**config.mk**
```make
export PLATFORM = sky130hd
export DESIGN_NAME = bp_bht_btb_flat
export DESIGN_NICKNAME = d
export VERILOG_FILES = /design/src/rtl/bp_bht_btb_if.sv /design/src/rtl/bp_bht_btb.sv /design/src/flat_wrapper.sv
export SDC_FILE = /design/constraint.sdc
export NUM_CORES = 2
export LEC_CHECK = 0
export ABC_AREA = 0
export BUFFER_PORTS_ARGS = -buffer_cell sky130_fd_sc_hd__buf_2
export CAP_MARGIN = 20
export CORE_ASPECT_RATIO = 0.6
export CORE_MARGIN = 8
export CORE_UTILIZATION = 39
export CTS_BUF_LIST = sky130_fd_sc_hd__clkbuf_16
export DETAILED_ROUTE_END_ITERATION = 8
export SYNTH_ARGS = -nofsm -noshare
export SYNTH_HDL_FRONTEND = slang
export SYNTH_SLANG_ARGS = --single-unit
```
**constraint.sdc**
```tcl
create_clock -name clk -period 22.9 [get_ports clk]
set_input_delay 3.435 -clock clk [delete_from_list [all_inputs] [get_ports clk]]
set_output_delay 3.435 -clock clk [all_outputs]
set_load 0.02 [all_outputs]
```
**src/rtl/bp_bht_btb_if.sv**
```systemverilog
// bp_bht_btb_if
//   Bundles the branch predictor's lookup, update and performance signals.
//   The master side is the core (IF stage for lookups, ex stage for updates);
//   the slave side is the predictor itself.
// Signals
//   hold_i         IF stage held; suppresses prediction and lookup counting
//   lookup_addr_i  fetch PC
//   lookup_inst_i  instruction fetched at lookup_addr_i
//   pred_taken_o   predict redirect
//   pred_addr_o    predicted next PC
//   upd_valid_i    ex-stage resolution strobe
//   upd_kind_i     01 conditional branch, 10 JALR, others ignored
//   upd_pc_i       PC of the resolved instruction
//   upd_taken_i    resolved direction
//   upd_target_i   resolved target
//   upd_mispred_i  ex detected a misprediction
//   perf_lookups_o count of predicted control instructions
//   perf_mispred_o count of mispredictions
interface bp_bht_btb_if #(
  parameter int ADDR_W = 32
);
  logic              hold_i;
  logic [ADDR_W-1:0] lookup_addr_i;
  logic [31:0]       lookup_inst_i;
  logic              pred_taken_o;
  logic [ADDR_W-1:0] pred_addr_o;
  logic              upd_valid_i;
  logic [1:0]        upd_kind_i;
  logic [ADDR_W-1:0] upd_pc_i;
  logic              upd_taken_i;
  logic [ADDR_W-1:0] upd_target_i;
  logic              upd_mispred_i;
  logic [31:0]       perf_lookups_o;
  logic [31:0]       perf_mispred_o;

  modport master (
    output hold_i, lookup_addr_i, lookup_inst_i,
    output upd_valid_i, upd_kind_i, upd_pc_i, upd_taken_i, upd_target_i, upd_mispred_i,
    input  pred_taken_o, pred_addr_o, perf_lookups_o, perf_mispred_o
  );

  modport slave (
    input  hold_i, lookup_addr_i, lookup_inst_i,
    input  upd_valid_i, upd_kind_i, upd_pc_i, upd_taken_i, upd_target_i, upd_mispred_i,
    output pred_taken_o, pred_addr_o, perf_lookups_o, perf_mispred_o
  );
endinterface

```
**src/rtl/bp_bht_btb.sv**
```systemverilog
// bp_bht_btb
//   IF-stage branch predictor. A direct-mapped table indexed by fetch PC holds,
//   per entry, a valid bit, a tag, a saturating direction counter (BHT part) and
//   a target address (BTB part, used by JALR). JAL is always predicted taken
//   from its own immediate; conditional branches use the counter MSB on a tag
//   hit; JALR uses the stored target on a tag hit. Lookup is combinational and
//   the ex stage writes one resolution per cycle.
// Ports
//   clk  core clock
//   rst  asynchronous reset, active-high
//   bus  bp_bht_btb_if slave: lookup, prediction, update and perf counters
module bp_bht_btb #(
  parameter int ENTRIES = 16,
  parameter int CNT_W   = 2,
  parameter int TAG_W   = 8,
  parameter int ADDR_W  = 32
) (
  input  logic        clk,
  input  logic        rst,
  bp_bht_btb_if.slave bus
);

  localparam int IDX_W = $clog2(ENTRIES);

  localparam logic [CNT_W-1:0] CNT_MAX = {CNT_W{1'b1}};
  localparam logic [CNT_W-1:0] CNT_WT  = CNT_W'(1) << (CNT_W - 1);
  localparam logic [CNT_W-1:0] CNT_WNT = CNT_WT - CNT_W'(1);

  localparam logic [6:0] OP_JAL  = 7'b1101111;
  localparam logic [6:0] OP_B    = 7'b1100011;
  localparam logic [6:0] OP_JALR = 7'b1100111;

  localparam logic [1:0] KIND_B    = 2'b01;
  localparam logic [1:0] KIND_JALR = 2'b10;

  logic              valid_q  [ENTRIES];
  logic [TAG_W-1:0]  tag_q    [ENTRIES];
  logic [CNT_W-1:0]  cnt_q    [ENTRIES];
  logic [ADDR_W-1:0] target_q [ENTRIES];

  logic [31:0] perf_lookups_q;
  logic [31:0] perf_mispred_q;

  logic [IDX_W-1:0]  lk_idx;
  logic [TAG_W-1:0]  lk_tag;
  logic              lk_hit;
  logic [IDX_W-1:0]  up_idx;
  logic [TAG_W-1:0]  up_tag;
  logic              up_hit;
  logic [6:0]        opcode;
  logic [ADDR_W-1:0] imm_j_ext;
  logic [ADDR_W-1:0] imm_b_ext;
  logic              is_ctrl;
  logic              unused_upd_pc;

  assign lk_idx = bus.lookup_addr_i[IDX_W+1:2];
  assign lk_tag = bus.lookup_addr_i[IDX_W+TAG_W+1:IDX_W+2];
  assign lk_hit = valid_q[lk_idx] && (tag_q[lk_idx] == lk_tag);

  assign up_idx = bus.upd_pc_i[IDX_W+1:2];
  assign up_tag = bus.upd_pc_i[IDX_W+TAG_W+1:IDX_W+2];
  assign up_hit = valid_q[up_idx] && (tag_q[up_idx] == up_tag);

  // Only the index and tag slices of the resolved PC address the table.
  assign unused_upd_pc = ^bus.upd_pc_i;

  // RISC-V J and B immediates, sign-extended to the address width.
  assign opcode    = bus.lookup_inst_i[6:0];
  assign imm_j_ext = {{(ADDR_W-20){bus.lookup_inst_i[31]}}, bus.lookup_inst_i[19:12],
                      bus.lookup_inst_i[20], bus.lookup_inst_i[30:21], 1'b0};
  assign imm_b_ext = {{(ADDR_W-12){bus.lookup_inst_i[31]}}, bus.lookup_inst_i[7],
                      bus.lookup_inst_i[30:25], bus.lookup_inst_i[11:8], 1'b0};

  // Prediction reads the table as it stands before this cycle's update, so a
  // same-cycle update to the looked-up index becomes visible one cycle later.
  always_comb begin
    bus.pred_taken_o = 1'b0;
    bus.pred_addr_o  = '0;
    is_ctrl          = 1'b0;
    if (!bus.hold_i && !rst) begin
      case (opcode)
        OP_JAL: begin
          is_ctrl          = 1'b1;
          bus.pred_taken_o = 1'b1;
          bus.pred_addr_o  = bus.lookup_addr_i + imm_j_ext;
        end
        OP_B: begin
          is_ctrl          = 1'b1;
          bus.pred_taken_o = lk_hit && cnt_q[lk_idx][CNT_W-1];
          bus.pred_addr_o  = bus.lookup_addr_i + imm_b_ext;
        end
        OP_JALR: begin
          is_ctrl          = 1'b1;
          bus.pred_taken_o = lk_hit;
          bus.pred_addr_o  = target_q[lk_idx];
        end
        default: ;
      endcase
    end
  end

  // Table write port. A miss overwrites whatever lives at the index, so
  // aliasing PCs simply evict each other.
  always_ff @(posedge clk or posedge rst) begin
    if (rst) begin
      for (int i = 0; i < ENTRIES; i++) begin
        valid_q[i]  <= 1'b0;
        tag_q[i]    <= '0;
        cnt_q[i]    <= CNT_WNT;
        target_q[i] <= '0;
      end
    end else if (bus.upd_valid_i) begin
      case (bus.upd_kind_i)
        KIND_B: begin
          if (up_hit) begin
            if (bus.upd_taken_i && (cnt_q[up_idx] != CNT_MAX)) begin
              cnt_q[up_idx] <= cnt_q[up_idx] + CNT_W'(1);
            end else if (!bus.upd_taken_i && (cnt_q[up_idx] != '0)) begin
              cnt_q[up_idx] <= cnt_q[up_idx] - CNT_W'(1);
            end
          end else begin
            valid_q[up_idx]  <= 1'b1;
            tag_q[up_idx]    <= up_tag;
            cnt_q[up_idx]    <= bus.upd_taken_i ? CNT_WT : CNT_WNT;
            target_q[up_idx] <= bus.upd_target_i;
          end
        end
        KIND_JALR: begin
          valid_q[up_idx]  <= 1'b1;
          tag_q[up_idx]    <= up_tag;
          target_q[up_idx] <= bus.upd_target_i;
          if (!up_hit) begin
            cnt_q[up_idx] <= CNT_WT;
          end
        end
        default: ;
      endcase
    end
  end

  // Performance counters; both wrap naturally at 32 bits.
  always_ff @(posedge clk or posedge rst) begin
    if (rst) begin
      perf_lookups_q <= '0;
      perf_mispred_q <= '0;
    end else begin
      if (is_ctrl) begin
        perf_lookups_q <= perf_lookups_q + 32'd1;
      end
      if (bus.upd_valid_i && bus.upd_mispred_i) begin
        perf_mispred_q <= perf_mispred_q + 32'd1;
      end
    end
  end

  assign bus.perf_lookups_o = perf_lookups_q;
  assign bus.perf_mispred_o = perf_mispred_q;

endmodule

```
**src/flat_wrapper.sv**
```systemverilog
// flat-port wrapper written by rule: the top's interface ports become plain ports
module bp_bht_btb_flat 
#(
  parameter int ENTRIES = 16,
  parameter int CNT_W   = 2,
  parameter int TAG_W   = 8,
  parameter int ADDR_W  = 32
)
  (clk, rst, bus_hold_i, bus_lookup_addr_i, bus_lookup_inst_i, bus_upd_valid_i, bus_upd_kind_i, bus_upd_pc_i, bus_upd_taken_i, bus_upd_target_i, bus_upd_mispred_i, bus_pred_taken_o, bus_pred_addr_o, bus_perf_lookups_o, bus_perf_mispred_o);
  bp_bht_btb_if #(.ADDR_W(ADDR_W)) bus_i ();
  input  logic clk;
  input  logic rst;
  input wire logic [$bits(bus_i.hold_i)-1:0] bus_hold_i;
  input wire logic [$bits(bus_i.lookup_addr_i)-1:0] bus_lookup_addr_i;
  input wire logic [$bits(bus_i.lookup_inst_i)-1:0] bus_lookup_inst_i;
  input wire logic [$bits(bus_i.upd_valid_i)-1:0] bus_upd_valid_i;
  input wire logic [$bits(bus_i.upd_kind_i)-1:0] bus_upd_kind_i;
  input wire logic [$bits(bus_i.upd_pc_i)-1:0] bus_upd_pc_i;
  input wire logic [$bits(bus_i.upd_taken_i)-1:0] bus_upd_taken_i;
  input wire logic [$bits(bus_i.upd_target_i)-1:0] bus_upd_target_i;
  input wire logic [$bits(bus_i.upd_mispred_i)-1:0] bus_upd_mispred_i;
  output wire logic [$bits(bus_i.pred_taken_o)-1:0] bus_pred_taken_o;
  output wire logic [$bits(bus_i.pred_addr_o)-1:0] bus_pred_addr_o;
  output wire logic [$bits(bus_i.perf_lookups_o)-1:0] bus_perf_lookups_o;
  output wire logic [$bits(bus_i.perf_mispred_o)-1:0] bus_perf_mispred_o;
  assign bus_i.hold_i = bus_hold_i;
  assign bus_i.lookup_addr_i = bus_lookup_addr_i;
  assign bus_i.lookup_inst_i = bus_lookup_inst_i;
  assign bus_i.upd_valid_i = bus_upd_valid_i;
  assign bus_i.upd_kind_i = bus_upd_kind_i;
  assign bus_i.upd_pc_i = bus_upd_pc_i;
  assign bus_i.upd_taken_i = bus_upd_taken_i;
  assign bus_i.upd_target_i = bus_upd_target_i;
  assign bus_i.upd_mispred_i = bus_upd_mispred_i;
  assign bus_pred_taken_o = bus_i.pred_taken_o;
  assign bus_pred_addr_o = bus_i.pred_addr_o;
  assign bus_perf_lookups_o = bus_i.perf_lookups_o;
  assign bus_perf_mispred_o = bus_i.perf_mispred_o;
  bp_bht_btb #(.ENTRIES(ENTRIES), .CNT_W(CNT_W), .TAG_W(TAG_W), .ADDR_W(ADDR_W)) u_core (.clk(clk), .rst(rst), .bus(bus_i));
endmodule
```
# ---- Yosys cells after proc, flatten, opt, wreduce, memory -nomap -nowiden
# Cells that the tools add are included.
dict set report totals {
  ff_bits 752
  output_inout_bits 97
  wordCells 160
}
dict set report op_classes {
  n_addsub 6
  order_cmp 3
  n_eq_ne 11
  n_mux 52
  bitwise 6
  reduce_logical 16
}
# op n
set ops {}
lappend ops {{case mux 512 bit (2 select lines)} 1}
lappend ops {{bitwise mux 512 bit} 1}
lappend ops {{two-way mux 512 bit} 1}
lappend ops {{two-way mux 32 bit} 8}
lappend ops {{case mux 128 bit (2 select lines)} 1}
lappend ops {{binary-select mux 32 bit (select 4 bit)} 1}
lappend ops {{bitwise mux 128 bit} 1}
lappend ops {{demux 32 bit (select 4 bit)} 1}
lappend ops {{two-way mux 128 bit} 1}
lappend ops {{bitwise mux 32 bit} 3}
lappend ops {{case mux 32 bit (3 select lines)} 1}
lappend ops {{adder 32 x 1 -> 32 bit (second input constant)} 2}
lappend ops {{adder 32 bit} 2}
lappend ops {{binary-select mux 8 bit (select 4 bit)} 2}
lappend ops {{case mux 32 bit (2 select lines)} 1}
lappend ops {{two-way mux 8 bit} 5}
lappend ops {{demux 8 bit (select 4 bit)} 1}
lappend ops {{bitwise OR 16 bit} 2}
lappend ops {{case mux 16 bit (2 select lines)} 1}
lappend ops {{equality test 7 bit (second input constant)} 3}
lappend ops {{bitwise AND 16 bit} 1}
lappend ops {{binary-select mux 2 bit (select 4 bit)} 2}
lappend ops {{equality test 8 bit} 2}
lappend ops {{two-way mux 16 bit} 1}
lappend ops {{22 further kinds} 49}

# ---- Logic depth before layout (Yosys ltp)
dict set report logic_depth {
  depth_word 10
  mapped_depth 17
}

# ---- Worst setup path before layout
# Ideal clock, no wire load.
dict set report synth_timing {
  path_type {input to output}
  startpoint {input bus_lookup_addr_i[2]}
  endpoint {output bus_pred_addr_o[31]}
  arrival_ps 7489
  required_time_ps 19465
  slack_ps 11976
  path_stages 16
  n_path_buf 5
  cell_sequence {buf_2 > buf_2 > buf_2 > buf_2 > clkbuf_1 > inv_1 > fa_1 > nor2b_1 > o31ai_1 > a211o_1 > a211o_1 > a31oi_1 > o2111ai_1 > a32oi_1 > xnor2_1 > o22ai_1}
}
dict set report synth_via {
  elab_chain_len 6
  word_cells_on_any_way 8
  classes_between {add/sub (2); mux (5); bitwise (1)}
}
# item line
set synth_lines {}
lappend synth_lines {{start, declared} flat_wrapper.sv:14} ;# input wire logic [$bits(bus_i.lookup_addr_i)-1:0] bus_lookup_addr_i;
lappend synth_lines {{branches (longest 4 deep; another with adder 32 bit)} --}
lappend synth_lines {{case mux 32 bit (3 select lines) *} bp_bht_btb.sv:81} ;# case (opcode)
lappend synth_lines {{two-way mux 32 bit *} bp_bht_btb.sv:80} ;# if (!bus.hold_i && !rst) begin
lappend synth_lines {{end, declared} flat_wrapper.sv:23} ;# output wire logic [$bits(bus_i.pred_addr_o)-1:0] bus_pred_addr_o;
# Every way passes the cells marked *. The select of a mux whose other input is x is not followed.

# ---- Worst setup path after layout
dict set report layout_timing {
  startpoint {input bus_lookup_inst_i[5]}
  endpoint {output bus_pred_addr_o[24]}
}
dict set report layout_via {
  elab_chain_len 3
  word_cells_on_any_way 5
  classes_between {eq/ne (3); mux (2)}
}
# item line
set layout_lines {}
lappend layout_lines {{start, declared} flat_wrapper.sv:15} ;# input wire logic [$bits(bus_i.lookup_inst_i)-1:0] bus_lookup_inst_i;
lappend layout_lines {{equality test 7 bit} bp_bht_btb.sv:81}
lappend layout_lines {{case mux 32 bit (3 select lines) *} bp_bht_btb.sv:81}
lappend layout_lines {{two-way mux 32 bit *} bp_bht_btb.sv:80}
# Every way passes the cells marked *; elsewhere a longest branch is shown, timed or not.

==> run metrics <==
Tcrit/Tclk final 51.2%; post-synthesis net count 2,736; Sw Share 26.8%; hold buffer count at cts 0; layout cell share with drive strength beyond 1 46.2%; critical path class primary input to primary output; CTS Sinks 752; commonest non-fill, non-tap cell in the layout dfrtp_1; clk buf depth 3; Initial Utilization 39.2%; Congestion Overflow GR 0; ys async rst share 100%; Distinct cells, synth 64; Antenna Violating Nets Remaining 0; Mapped Cells 2,560; run status finished clean; register area share after synthesis 50.2%; final wirelength 106,000 um; Syn Area/Cell 14.7 sq um; cell-internal power 0.00267 W; number of buffers created by CTS 77; met2 WL post-DR 51,200 um; PortBufs 212; via count 23,300; core area 95,700 sq um; power share of the clock group 34.0%; kind of start point of the critical path primary input; Detailed Routing Iterations Pass 1 6; vias in the first global route 24,700; pin count of the biggest net entering global routing 89; Leak 19.1 nW; Sequential Power Share 47.3%; Peak VDD IR 0.0584 mV; Worst Path Arrival 8.29 ns; antenna violations before repair 7; Setup crit end kind primary output; Top Layer Used met4; Layout Utilization 44.0%; met3 wire len 5910 um; final-layout fill cell count 8,388; Final nets 2,872; Vias/cell 5.79; fmax 0.0853 GHz; HPWL after detailed placement 64,200 um; biggest area consumer among synthesized cells dfrtp_1; Die Wd 416 um; die area 107,000 sq um; P_sw 0.000975 W; num ports 233; Final Cell Area 42,100 sq um; placer congestion estimate 0.846; RSZ-0062 raised after global routing no; Synth area leaders dfrtp_1 49%, mux2_2 19%, mux4_2 15%, xnor2_1 1.5%, ha_1 1.3%; Die H 256 um; wire length on met1 46,500 um; Area after DPL 39,600 sq um; WL/cell 26.5 um; CP Data Required Time 19.47 ns; Comb pwr share 18.7%; Syn. warnings 0; GRT Util Overall 19.6%; global-route wire length before repair 161,000 um; Clock Latency Late Sink 0.65 ns; worst-path maximum fanout 13; setup TNS 0 ns; Slew Viols, Final 0; clock skew 0.0300 ns; Worst slew margin 22.1%; root buf cell clkbuf_16; fin crit period 11.73 ns; Layout Area Growth over Synthesis 12.3%; Post-synth EDFFs 0; iteration-0 DRC count of the detailed router 1,834; clk slew on worst S/H paths 0.06 ns; Power, Total 0.00364 W; Yosys reg bits 752; # DRC 0; standard-cell row count 88; top_reg_cell synth dfrtp_1; worst-margin pin slew 1.17 ns; endpoints failing setup 0; MaxCap Viol Count 0; post-cts sizing count 0; htree depth 3; CTS tree yes; PwrDens 86.4 nW/um^2; post-synth design cell area 37,500 sq um; worst hold path class register to register; Synth top area share 49.1%; post-CTS setup buffer count 0; final hold vios 0; most frequent cells in the layout 736 x dfrtp_1, 622 x mux2_2, 246 x mux4_2
[kinds of logic after synthesis]
kind of cell	Yosys count	synth area share [%]
and+or+nand+nor	303	4.32
adders and majority gates	40	1.35
muxes	928	35.2
xor gates and xnor gates	101	2.36
AOI/OAI and AO/OA	197	3.57
DFF	752	50.2
buffers and inverters	239	2.99
[critical path, stage by stage]
cell and delay (ns):
buf_2 0.07, nand3_1 0.08, nor3b_2 0.18, buf_4 0.23, nand2_1 0.33, mux2_2 0.41
ha_1 0.30, a211oi_1 0.25, nor2_1 0.11, o31ai_1 0.44, o21a_1 0.41, o21ai_0 0.28
a221oi_1 0.58, o31ai_1 0.17, xnor2_1 0.55, o22ai_1 0.22, buf_2 0.22
[path summary, 6_finish.rpt]
| check | slack [ns] | end | cells after the start | from |
|---|---|---|---|---|
| min in group asynchronous | 2.93 | u_core.target_q[47]$_DFFE_PP0P_ | 2 | rst |
| worst max-delay path | 11.17 | bus_pred_addr_o[24] | 17 | bus_lookup_inst_i[5] |
| worst min register to register | 0.46 | u_core.bus.perf_lookups_o[31]$_DFFE_PP0P_ | 1 | u_core.bus.perf_lookups_o[31]$_DFFE_PP0P_ |
| max in group asynchronous | 17.00 | u_core.tag_q[107]$_DFFE_PP0P_ | 6 | rst |
| worst max register to register | 17.83 | u_core.target_q[408]$_DFFE_PP0P_ | 9 | u_core.tag_q[4]$_DFFE_PP0P_ |
| worst min-delay path | 0.46 | u_core.bus.perf_lookups_o[31]$_DFFE_PP0P_ | 1 | u_core.bus.perf_lookups_o[31]$_DFFE_PP0P_ |
[power groups by stage]
| stage | clock, W | combinational [W] | sequential [W] |
|---|---|---|---|
| after floorplan | 0 | 0.000518 | 0.00170 |
| after global placement | 0 | 0.000653 | 0.00171 |
| after detailed placement | 0 | 0.000681 | 0.00174 |
| after CTS | 0.00127 | 0.000684 | 0.00172 |
| after global routing | 0.00133 | 0.000732 | 0.00175 |
| final | 0.00124 | 0.000681 | 0.00172 |
[sequential cells by signal, indices dropped and copies added (netlist names)]
name                       flops
u_core.target_q              512
u_core.tag_q                 128
u_core.cnt_q                  32
u_core.bus.perf_mispred_o     32
u_core.valid_q                16
u_core.bus.perf_lookups_o     32
[per-stage QoR]
step                hold WS, ns  setup slack [ns]  instances
finish                    0.465             11.17       4018
global route              0.474             10.94       4018
CTS                       0.467             11.28       4013
detailed placement        0.456             11.28       3874
global placement          0.451             11.27       3871
floorplan                 0.446              9.17       2560
[cell type report]
type | instances | area, sq um | area share, %
Clock buffer | 79 | 1980 | 4.69
Antenna cell | 2 | 5.00 | 0.0119
Tap cell | 1260 | 1580 | 3.74
Timing Repair Buffer | 255 | 1490 | 3.55
Clock inverter | 60 | 462 | 1.10
Sequential cell | 752 | 18800 | 44.7
Inverter | 41 | 158 | 0.374
Multi-Input combinational cell | 1569 | 17600 | 41.8
[synth_stat cells (all sizes together) (28+ instances only)]
master	n
ha	39
a21oi	60
nand2b	28
buf	109
nand3	45
dfrtp	736
xnor2	63
nor2	71
inv	41
nand2	74
mux4	246
mux2	662
xor2	38
clkbuf	89
[routing by layer]
| metal | track usage [%] | vias up |
|---|---|---|
| met1 | 26.9 | 12500 |
| li1 | - | 9898 |
| met3 | 4.00 | 186 |
| met2 | 31.8 | 702 |
| met4 | 5.35 | 0 |
| met5 | 0 | - |
Note: power is estimated with default switching activity, not from simulation.
